## config.mk

```make
export PLATFORM = sky130hd
export DESIGN_NAME = pipeline_ctrl
export DESIGN_NICKNAME = d
export VERILOG_FILES = /design/src/rtl/rv32i_types.sv /design/src/rtl/sat_counter.sv /design/src/rtl/pipeline_ctrl.sv
export SDC_FILE = /design/constraint.sdc
export NUM_CORES = 1
export LEC_CHECK = 0
export BUFFER_PORTS_ARGS = -buffer_cell sky130_fd_sc_hd__buf_2
export CORE_MARGIN = 10
export CORE_UTILIZATION = 45
export CTS_CLUSTER_DIAMETER = 150
export DETAILED_ROUTE_END_ITERATION = 12
export PLACE_DENSITY = 0.68
export SLEW_MARGIN = 5
export SYNTH_ARGS = -nofsm -noshare
export SYNTH_HDL_FRONTEND = slang
export SYNTH_SLANG_ARGS = --single-unit
export TNS_END_PERCENT = 20
```

## constraint.sdc

```tcl
create_clock -name clk -period 6.6 [get_ports clk]
set_clock_uncertainty 0.1 [all_clocks]
set_input_delay 1.32 -clock clk [delete_from_list [all_inputs] [get_ports clk]]
set_output_delay 1.32 -clock clk [all_outputs]
set_load 0.01 [all_outputs]
```

## src/rtl/rv32i_types.sv

```systemverilog
`default_nettype none
// ============================================================================
//  Module      : rv32i_types (package)
//  Description : Shared types and helpers for the rv32i pipeline control path.
//                pipe_ctrl_state_t - stall/flush controller state encoding.
//                raw_hazard()      - read-after-write match against a load in EX.
//  Revision    : 1.0 - initial release
// ============================================================================
package rv32i_types;

    localparam int REG_ADDR_W = 5;

    typedef enum logic [0:0] {
        RUN      = 1'b0,
        MEM_WAIT = 1'b1
    } pipe_ctrl_state_t;

    // x0 is hardwired to zero, so a load targeting it never creates a hazard.
    function automatic logic raw_hazard(
        input logic [REG_ADDR_W-1:0] rd,
        input logic [REG_ADDR_W-1:0] rs,
        input logic                  use_rs
    );
        return use_rs && (rd != '0) && (rd == rs);
    endfunction

endpackage
`default_nettype wire

```

## src/rtl/sat_counter.sv

```systemverilog
`default_nettype none
// ============================================================================
//  Module      : sat_counter
//  Description : Up-counter that sticks at all-ones instead of wrapping.
//  Ports       : clk, rst_n (async active-low), inc (count enable),
//                count [CNT_W-1:0] (current value)
//  Revision    : 1.0 - initial release
// ============================================================================
module sat_counter #(
    parameter int CNT_W = 32
) (
    input  logic             clk,
    input  logic             rst_n,
    input  logic             inc,
    output logic [CNT_W-1:0] count
);

    always_ff @(posedge clk or negedge rst_n) begin
        if (!rst_n) begin
            count <= '0;
        end else if (inc && (count != {CNT_W{1'b1}})) begin
            count <= count + CNT_W'(1);
        end
    end

endmodule
`default_nettype wire

```

## src/rtl/pipeline_ctrl.sv

```systemverilog
`default_nettype none
// ============================================================================
//  Module      : pipeline_ctrl
//  Description : Stall/flush controller for the five-stage rv32i pipeline.
//                Freezes every stage while an instruction or data memory
//                access is outstanding, inserts a bubble into ID_EX on a
//                load-use hazard, and squashes IF_ID/ID_EX on an EX redirect.
//                Saturating counters track stall, bubble and flush events.
//  Ports       : clk, rst_n (async active-low)
//                imem_req/imem_resp, dmem_req/dmem_resp - memory handshakes
//                ID_rs1/ID_rs2/ID_use_rs1/ID_use_rs2    - ID-stage sources
//                ID_EX_rd/ID_EX_mem_read               - EX-stage load info
//                EX_redirect                           - taken branch / jump
//                load_pc, pc_sel_redirect              - PC control
//                *_load, *_flush                       - stage register control
//                stall_cnt, bubble_cnt, flush_cnt      - event counters
//  Revision    : 1.0 - initial release
// ============================================================================
module pipeline_ctrl
    import rv32i_types::*;
#(
    parameter int CNT_W = 32
) (
    input  logic                  clk,
    input  logic                  rst_n,
    input  logic                  imem_req,
    input  logic                  imem_resp,
    input  logic                  dmem_req,
    input  logic                  dmem_resp,
    input  logic [REG_ADDR_W-1:0] ID_rs1,
    input  logic [REG_ADDR_W-1:0] ID_rs2,
    input  logic                  ID_use_rs1,
    input  logic                  ID_use_rs2,
    input  logic [REG_ADDR_W-1:0] ID_EX_rd,
    input  logic                  ID_EX_mem_read,
    input  logic                  EX_redirect,
    output logic                  load_pc,
    output logic                  pc_sel_redirect,
    output logic                  IF_ID_load,
    output logic                  ID_EX_load,
    output logic                  EX_MEM_load,
    output logic                  MEM_WB_load,
    output logic                  IF_ID_flush,
    output logic                  ID_EX_flush,
    output logic [CNT_W-1:0]      stall_cnt,
    output logic [CNT_W-1:0]      bubble_cnt,
    output logic [CNT_W-1:0]      flush_cnt
);

    pipe_ctrl_state_t state_q;
    pipe_ctrl_state_t state_d;
    logic             imem_done_q;
    logic             dmem_done_q;
    logic             imem_done_d;
    logic             dmem_done_d;
    logic             mem_stall;
    logic             load_use;
    logic             stall_inc;
    logic             bubble_inc;
    logic             flush_inc;

    // The done flags remember a response that came back while the other
    // side was still outstanding, so the earlier side stops stalling.
    assign mem_stall = (imem_req & ~(imem_resp | imem_done_q))
                     | (dmem_req & ~(dmem_resp | dmem_done_q));

    assign load_use = ID_EX_mem_read
                    & (raw_hazard(ID_EX_rd, ID_rs1, ID_use_rs1)
                     | raw_hazard(ID_EX_rd, ID_rs2, ID_use_rs2));

    // ------------------------------------------------------------------
    // State and sticky-flag registers
    // ------------------------------------------------------------------
    always_ff @(posedge clk or negedge rst_n) begin
        if (!rst_n) begin
            state_q     <= RUN;
            imem_done_q <= 1'b0;
            dmem_done_q <= 1'b0;
        end else begin
            state_q     <= state_d;
            imem_done_q <= imem_done_d;
            dmem_done_q <= dmem_done_d;
        end
    end

    // ------------------------------------------------------------------
    // Next state, flags and stage control
    // ------------------------------------------------------------------
    always_comb begin
        state_d         = state_q;
        imem_done_d     = 1'b0;
        dmem_done_d     = 1'b0;
        load_pc         = 1'b0;
        pc_sel_redirect = 1'b0;
        IF_ID_load      = 1'b0;
        ID_EX_load      = 1'b0;
        EX_MEM_load     = 1'b0;
        MEM_WB_load     = 1'b0;
        IF_ID_flush     = 1'b0;
        ID_EX_flush     = 1'b0;
        stall_inc       = 1'b0;
        bubble_inc      = 1'b0;
        flush_inc       = 1'b0;

        case (state_q)
            RUN:      if (mem_stall)  state_d = MEM_WAIT;
            MEM_WAIT: if (!mem_stall) state_d = RUN;
            default:  state_d = RUN;
        endcase

        if (mem_stall) begin
            // Everything frozen; accumulate responses for the advance cycle.
            imem_done_d = imem_done_q | (imem_req & imem_resp);
            dmem_done_d = dmem_done_q | (dmem_req & dmem_resp);
            stall_inc   = 1'b1;
        end else if (EX_redirect) begin
            // Any hazard seen in ID is on the wrong path and is discarded.
            load_pc         = 1'b1;
            pc_sel_redirect = 1'b1;
            IF_ID_load      = 1'b1;
            ID_EX_load      = 1'b1;
            EX_MEM_load     = 1'b1;
            MEM_WB_load     = 1'b1;
            IF_ID_flush     = 1'b1;
            ID_EX_flush     = 1'b1;
            flush_inc       = 1'b1;
        end else if (load_use) begin
            // Hold PC and IF_ID, drop a NOP into EX, let the load move on.
            ID_EX_load  = 1'b1;
            ID_EX_flush = 1'b1;
            EX_MEM_load = 1'b1;
            MEM_WB_load = 1'b1;
            bubble_inc  = 1'b1;
        end else begin
            load_pc     = 1'b1;
            IF_ID_load  = 1'b1;
            ID_EX_load  = 1'b1;
            EX_MEM_load = 1'b1;
            MEM_WB_load = 1'b1;
        end

        // Enables must be inactive the instant reset asserts, not a clock later.
        if (!rst_n) begin
            load_pc         = 1'b0;
            pc_sel_redirect = 1'b0;
            IF_ID_load      = 1'b0;
            ID_EX_load      = 1'b0;
            EX_MEM_load     = 1'b0;
            MEM_WB_load     = 1'b0;
            IF_ID_flush     = 1'b0;
            ID_EX_flush     = 1'b0;
        end
    end

    // ------------------------------------------------------------------
    // Event counters
    // ------------------------------------------------------------------
    sat_counter #(.CNT_W(CNT_W)) u_stall_cnt (
        .clk   (clk),
        .rst_n (rst_n),
        .inc   (stall_inc),
        .count (stall_cnt)
    );

    sat_counter #(.CNT_W(CNT_W)) u_bubble_cnt (
        .clk   (clk),
        .rst_n (rst_n),
        .inc   (bubble_inc),
        .count (bubble_cnt)
    );

    sat_counter #(.CNT_W(CNT_W)) u_flush_cnt (
        .clk   (clk),
        .rst_n (rst_n),
        .inc   (flush_inc),
        .count (flush_cnt)
    );

endmodule
`default_nettype wire
```

Word-level counts from Yosys, hierarchy flattened:

Cells that the tools add are included.

* add/subtract/negate cells: 3
* equality and inequality tests: 5
* muxes and demuxes: 18
* bitwise operators: 13
* reductions and logical operators: 8

Operators by type and width (count)
* $add A32 B1 Y32 const B: 3
* $ne A32 B32 Y1 const B: 3
* $mux W1: 18
* $eq A5 B5 Y1: 2
* $logic_and A1 B1 Y1: 7
* $or A1 B1 Y1: 6
* $and A1 B1 Y1: 5
* $reduce_bool A5 Y1: 1
* $not A1 Y1: 2

* register bits: 98
* input port bits: 25
* output and inout bits: 104

Depth between registers and ports, before layout:

* depth in word-level cells: 9
* gate-level depth with buffers: 9
* mapped depth without buffers: 7

By module:

From an unflattened synthesis, not the netlist that was laid out.

* cells, all modules: 491
* area total of the unflattened synthesis: 5188.7 µm²

Modules (own cells, without submodules)
* sat_counter: times used 3, cells an instance 151, area an instance 1624.1 µm², sequential area each 800.8 µm²
* pipeline_ctrl: times used 1, cells an instance 38, area an instance 316.6 µm², sequential area each 50.0 µm²

Least setup slack after synthesis:

OpenSTA, ideal clock, no wires.

* path type: in2out
* start point: in ID_EX_rd[1]
* end point: out load_pc
* arrival: 2.778 ns
* slack: 2.402 ns
* stages on the path: 6
* path buffers: 2
* path through: or4_1 > o21a_1 > and2_1 > buf_2 > a21oi_1 > buf_4

* word-level cells in the longest chain between the ends: 9
* elaborated cells on any way between the ends: 13

RTL lines
* start: declaration: RTL line pipeline_ctrl.sv:34 `input logic [REG_ADDR_W-1:0] ID_EX_rd,`
* $reduce_bool A5 Y1: RTL line rv32i_types.sv:24 `return use_rs && (rd != '0) && (rd == rs);`
* $logic_and A1 B1 Y1 (2 in a row): RTL line rv32i_types.sv:24
* $or A1 B1 Y1 *: RTL line pipeline_ctrl.sv:69 `| raw_hazard(ID_EX_rd, ID_rs2, ID_use_rs2));`
* $and A1 B1 Y1 *: RTL line pipeline_ctrl.sv:68 `& (raw_hazard(ID_EX_rd, ID_rs1, ID_use_rs1)`
* $mux W1 * (4 in a row)
* end: declaration: RTL line pipeline_ctrl.sv:37 `output logic load_pc,`

Mark *: on every way between the ends. The rest lies on a longest branch, timed or not.

Final worst setup path:

* start point: in ID_EX_rd[1]
* end point: out ID_EX_flush

* word-level cells in the longest chain between the ends: 9
* elaborated cells on any way between the ends: 13

RTL lines
* $reduce_bool A5 Y1: RTL line rv32i_types.sv:24
* $logic_and A1 B1 Y1 (2 in a row): RTL line rv32i_types.sv:24
* $or A1 B1 Y1 *: RTL line pipeline_ctrl.sv:69
* $and A1 B1 Y1 *: RTL line pipeline_ctrl.sv:68
* $mux W1 *: RTL line pipeline_ctrl.sv:127 `end else if (load_use) begin`
* $mux W1 *: RTL line pipeline_ctrl.sv:116 `end else if (EX_redirect) begin`
* $mux W1 *: RTL line pipeline_ctrl.sv:111 `if (mem_stall) begin`
* $mux W1 *: RTL line pipeline_ctrl.sv:143 `if (!rst_n) begin`
* end: declaration: RTL line pipeline_ctrl.sv:44 `output logic ID_EX_flush,`

Marks and branches as above.

==> key figures <==
Place
  • IO buf count: about 130
  • Area post-placement: around 5800 um^2
  • Dpl hpwl: approximately 9.4 mm
  • Placer Congestion: 0.8598

Run
  • Max-cap violations: 0

Timing
  • Max_slew headroom: between 50 and 60%
  • Final Max Slew Viols: 0
  • Fmax: about 230 MHz
  • Tmin final: between 4 and 5 ns
  • RSZ-0062 raised after global routing: false
  • Sum Neg Setup Slack: 0 ns
  • Period utilization: between 60% and 70%
  • Fin. Hold Viols: 0
  • Final setup viols: 0
  • Slew @ Worst Pin: roughly 0.65 ns

Synthesis
  • Post-synth top cells: dfrtp_1, xnor2_1, xor2_1, nand3_1, nand2_1
  • Ys flop type: dfrtp_1
  • Warnings from Yosys: 0
  • Post-Syn Instances: 481
  • Area leader, netlist: dfrtp_1
  • Async set-reset flop share out of synthesis: between 90% and 100%
  • Mapped Avg Cell Area: approximately 10 um^2
  • Synth top area share: between 40% and 50%
  • Post-synth EDFFs: 0
  • Main area contributors after synthesis: dfrtp_1, xnor2_1, xor2_1
  • Post-Syn Area: ~5000 um^2
  • Most common cell in the netlist: dfrtp_1
  • Register bit total from synthesis: 98
  • Syn_nets: a little over 500
  • Library cells used by synthesis: 47
  • Seq/Total Area, Yosys: 48.94%

Critical path
  • Worst R2R Setup Slack: 4.22 ns
  • Worst r2r dst: u_bubble_cnt.count[1]$_DFFE_PN0P_
  • Critical path type: primary input to output pin
  • Critical path capture point type: output pin
  • Worst r2r src: u_bubble_cnt.count[0]$_DFFE_PN0P_
  • Critical Path Source: ID_EX_rd[1]
  • CP max FO: 17
  • Cells on worst reg2reg path: 6
  • WP data required: approximately 5.2 ns
  • Crit path DAT: 2.92 ns
  • Crit start category: primary input

Floorplan
  • Core ar.: between 10,000 and 15,000 um^2
  • Initial Util: a little under half
  • Die Span Y: about 130 um
  • IO Pins: 129
  • Die width: 125.5 um
  • Die ar.: 15,760 um^2
  • Row cnt: 38

Clock network
  • Clock Sinks: 98
  • TritonCTS clock tree: done
  • H-tree levels: 3
  • Post-CTS Resized: 0
  • Total CTS buffers: 9
  • Clk_lat worst skew: about 0.36 ns
  • Post-CTS Hold Buffers: 0
  • CTS root buf: clkbuf_8
  • Postcts setup bufs: 0
  • Reg clk slew, reported paths: approximately 0.090 ns
  • Clock Path Buffers: 2

Status
  • Status: complete, no violations

Power
  • Clock share of power: a little under a third
  • Switching share of total power: around 29%
  • Total power: about 1.3 mW
  • Cell Int Power: approximately 0.91 mW
  • Switch Pwr: around 0.38 mW
  • Pwr dens: approximately 220 nW/um^2
  • Combinational Power Share: between 10% and 20%
  • Reg power frac: 54.9%
  • Leak: 2.979 nW
  • VDD IR max: around 0.16 mV

Detailed routing
  • Post-DRT Antenna Nets: 0
  • Post-Route WL: between 10 and 15 mm
  • DRC viols: 0
  • Drt wl/cell: roughly 17 um
  • Initial DRC Count: approximately 240
  • Via count: between 4,000 and 5,000
  • DRT Pass-1 Iters: 5
  • Vias per std cell: 5.371

Layout
  • Area Overhead vs Synth: 18.80%
  • N_diodes: 0
  • Cell area after layout: 5953 um^2
  • Nets: 636
  • Fillcell total: between 900 and 1,000
  • Layout cell share with drive strength beyond 1: around 27%

Global route
  • Total GRT Usage: approximately 16%
  • Total grt overflow: 0
  • Vias in the first global route: between 4,000 and 5,000
  • First-pass GRT wire length: about 21 mm
  • Initial antenna violation count: 0
  • Largest net degree at the start of global routing: 52

Hold path
  • Worst hold endpoint: u_flush_cnt.count[29]$_DFFE_PN0P_
  • HP Start: u_flush_cnt.count[29]$_DFFE_PN0P_
  • Type of the worst min-delay path: register to register
  • Worst Hold Path Cells: 1
## metrics by stage
| step | setup slack [ns] | hold slack (ns) | std cells | util, % |
|---|---|---|---|---|
| floorplan | 2.402 | 0.3961 | 481 | - |
| global placement | 2.291 | 0.3721 | 737 | 52.91 |
| detailed placement | 2.285 | 0.3759 | 737 | 52.91 |
| CTS | 2.285 | 0.3918 | 752 | 54.68 |
| global route | 2.124 | 0.4133 | 752 | 54.68 |
| finish | 2.256 | 0.3852 | 752 | 54.68 |
## cell type report
type | count | area (um^2) | area share [%]
Clock buffer | 10 | 137.6 | 2.312
Multi-Input combinational cell | 357 | 2430 | 40.82
Inverter | 12 | 45.04 | 0.7566
Timing Repair Buffer | 130 | 658.1 | 11.06
Tap cell | 140 | 175.2 | 2.942
Clock inverter | 5 | 55.05 | 0.9248
Sequential cell | 98 | 2452 | 41.19
## registers in the layout (all words and copies together) (netlist names)
name and cells:
imem_done_q 1, u_stall_cnt.count 32, dmem_done_q 1, u_flush_cnt.count 32
u_bubble_cnt.count 32
## cell families after synthesis
logic type	after synthesis	synth area share [%]
AO/OA/AOI/OAI	13	2.647
flip-flops	98	48.94
adder cells (fa/ha/maj)	3	0.7491
XOR/XNOR	100	17.48
multiplexers	5	1.099
AND/OR/NAND/NOR	236	26.52
buffers and inverters	26	2.572
## critical path, stage by stage
cell,delay [ns]
buf_2,0.12
or4_1,0.52
o21a_1,0.22
nand2_1,0.44
a21oi_1,0.13
buf_2,0.16
## layer usage
layer	vias to the layer above	track usage [%]	wire, um
met3	15	5.323	859
met1	1956	19.54	5527
met2	116	24.77	5897
li1	1952	-	-
met5	-	0	0
met4	0	4.268	156
## power by group through the flow
stage	registers, mW	logic, mW	clock network, mW
floorplan	0.722	0.0982	0
global placement	0.714	0.190	0
detailed placement	0.717	0.199	0
finish	0.706	0.194	0.387
global route	0.716	0.219	0.423
CTS	0.705	0.200	0.398
## how the worst max path moves through the flow
stage	to	slack [ns]	cells past startpoint
floorplan	load_pc	2.40	6
global placement	ID_EX_flush	2.29	6
detailed placement	ID_EX_flush	2.29	6
CTS	ID_EX_flush	2.29	6
global route	ID_EX_flush	2.12	7
finish	ID_EX_flush	2.26	6
## layout by cell type (no fill, tap or decap), types with 11 or more instances in the layout
master | netlist | final
buf_2 | 4 | 127
dfrtp_1 | 98 | 98
xnor2_1 | 56 | 56
xor2_1 | 44 | 44
nand3_1 | 40 | 40
nand2_1 | 39 | 39
nand4_1 | 36 | 36
nor2_1 | 33 | 33
nor3_1 | 23 | 23
and4_1 | 16 | 16
inv_1 | 12 | 12
and3_1 | 11 | 11
Note: power is estimated with default switching activity, not from simulation.
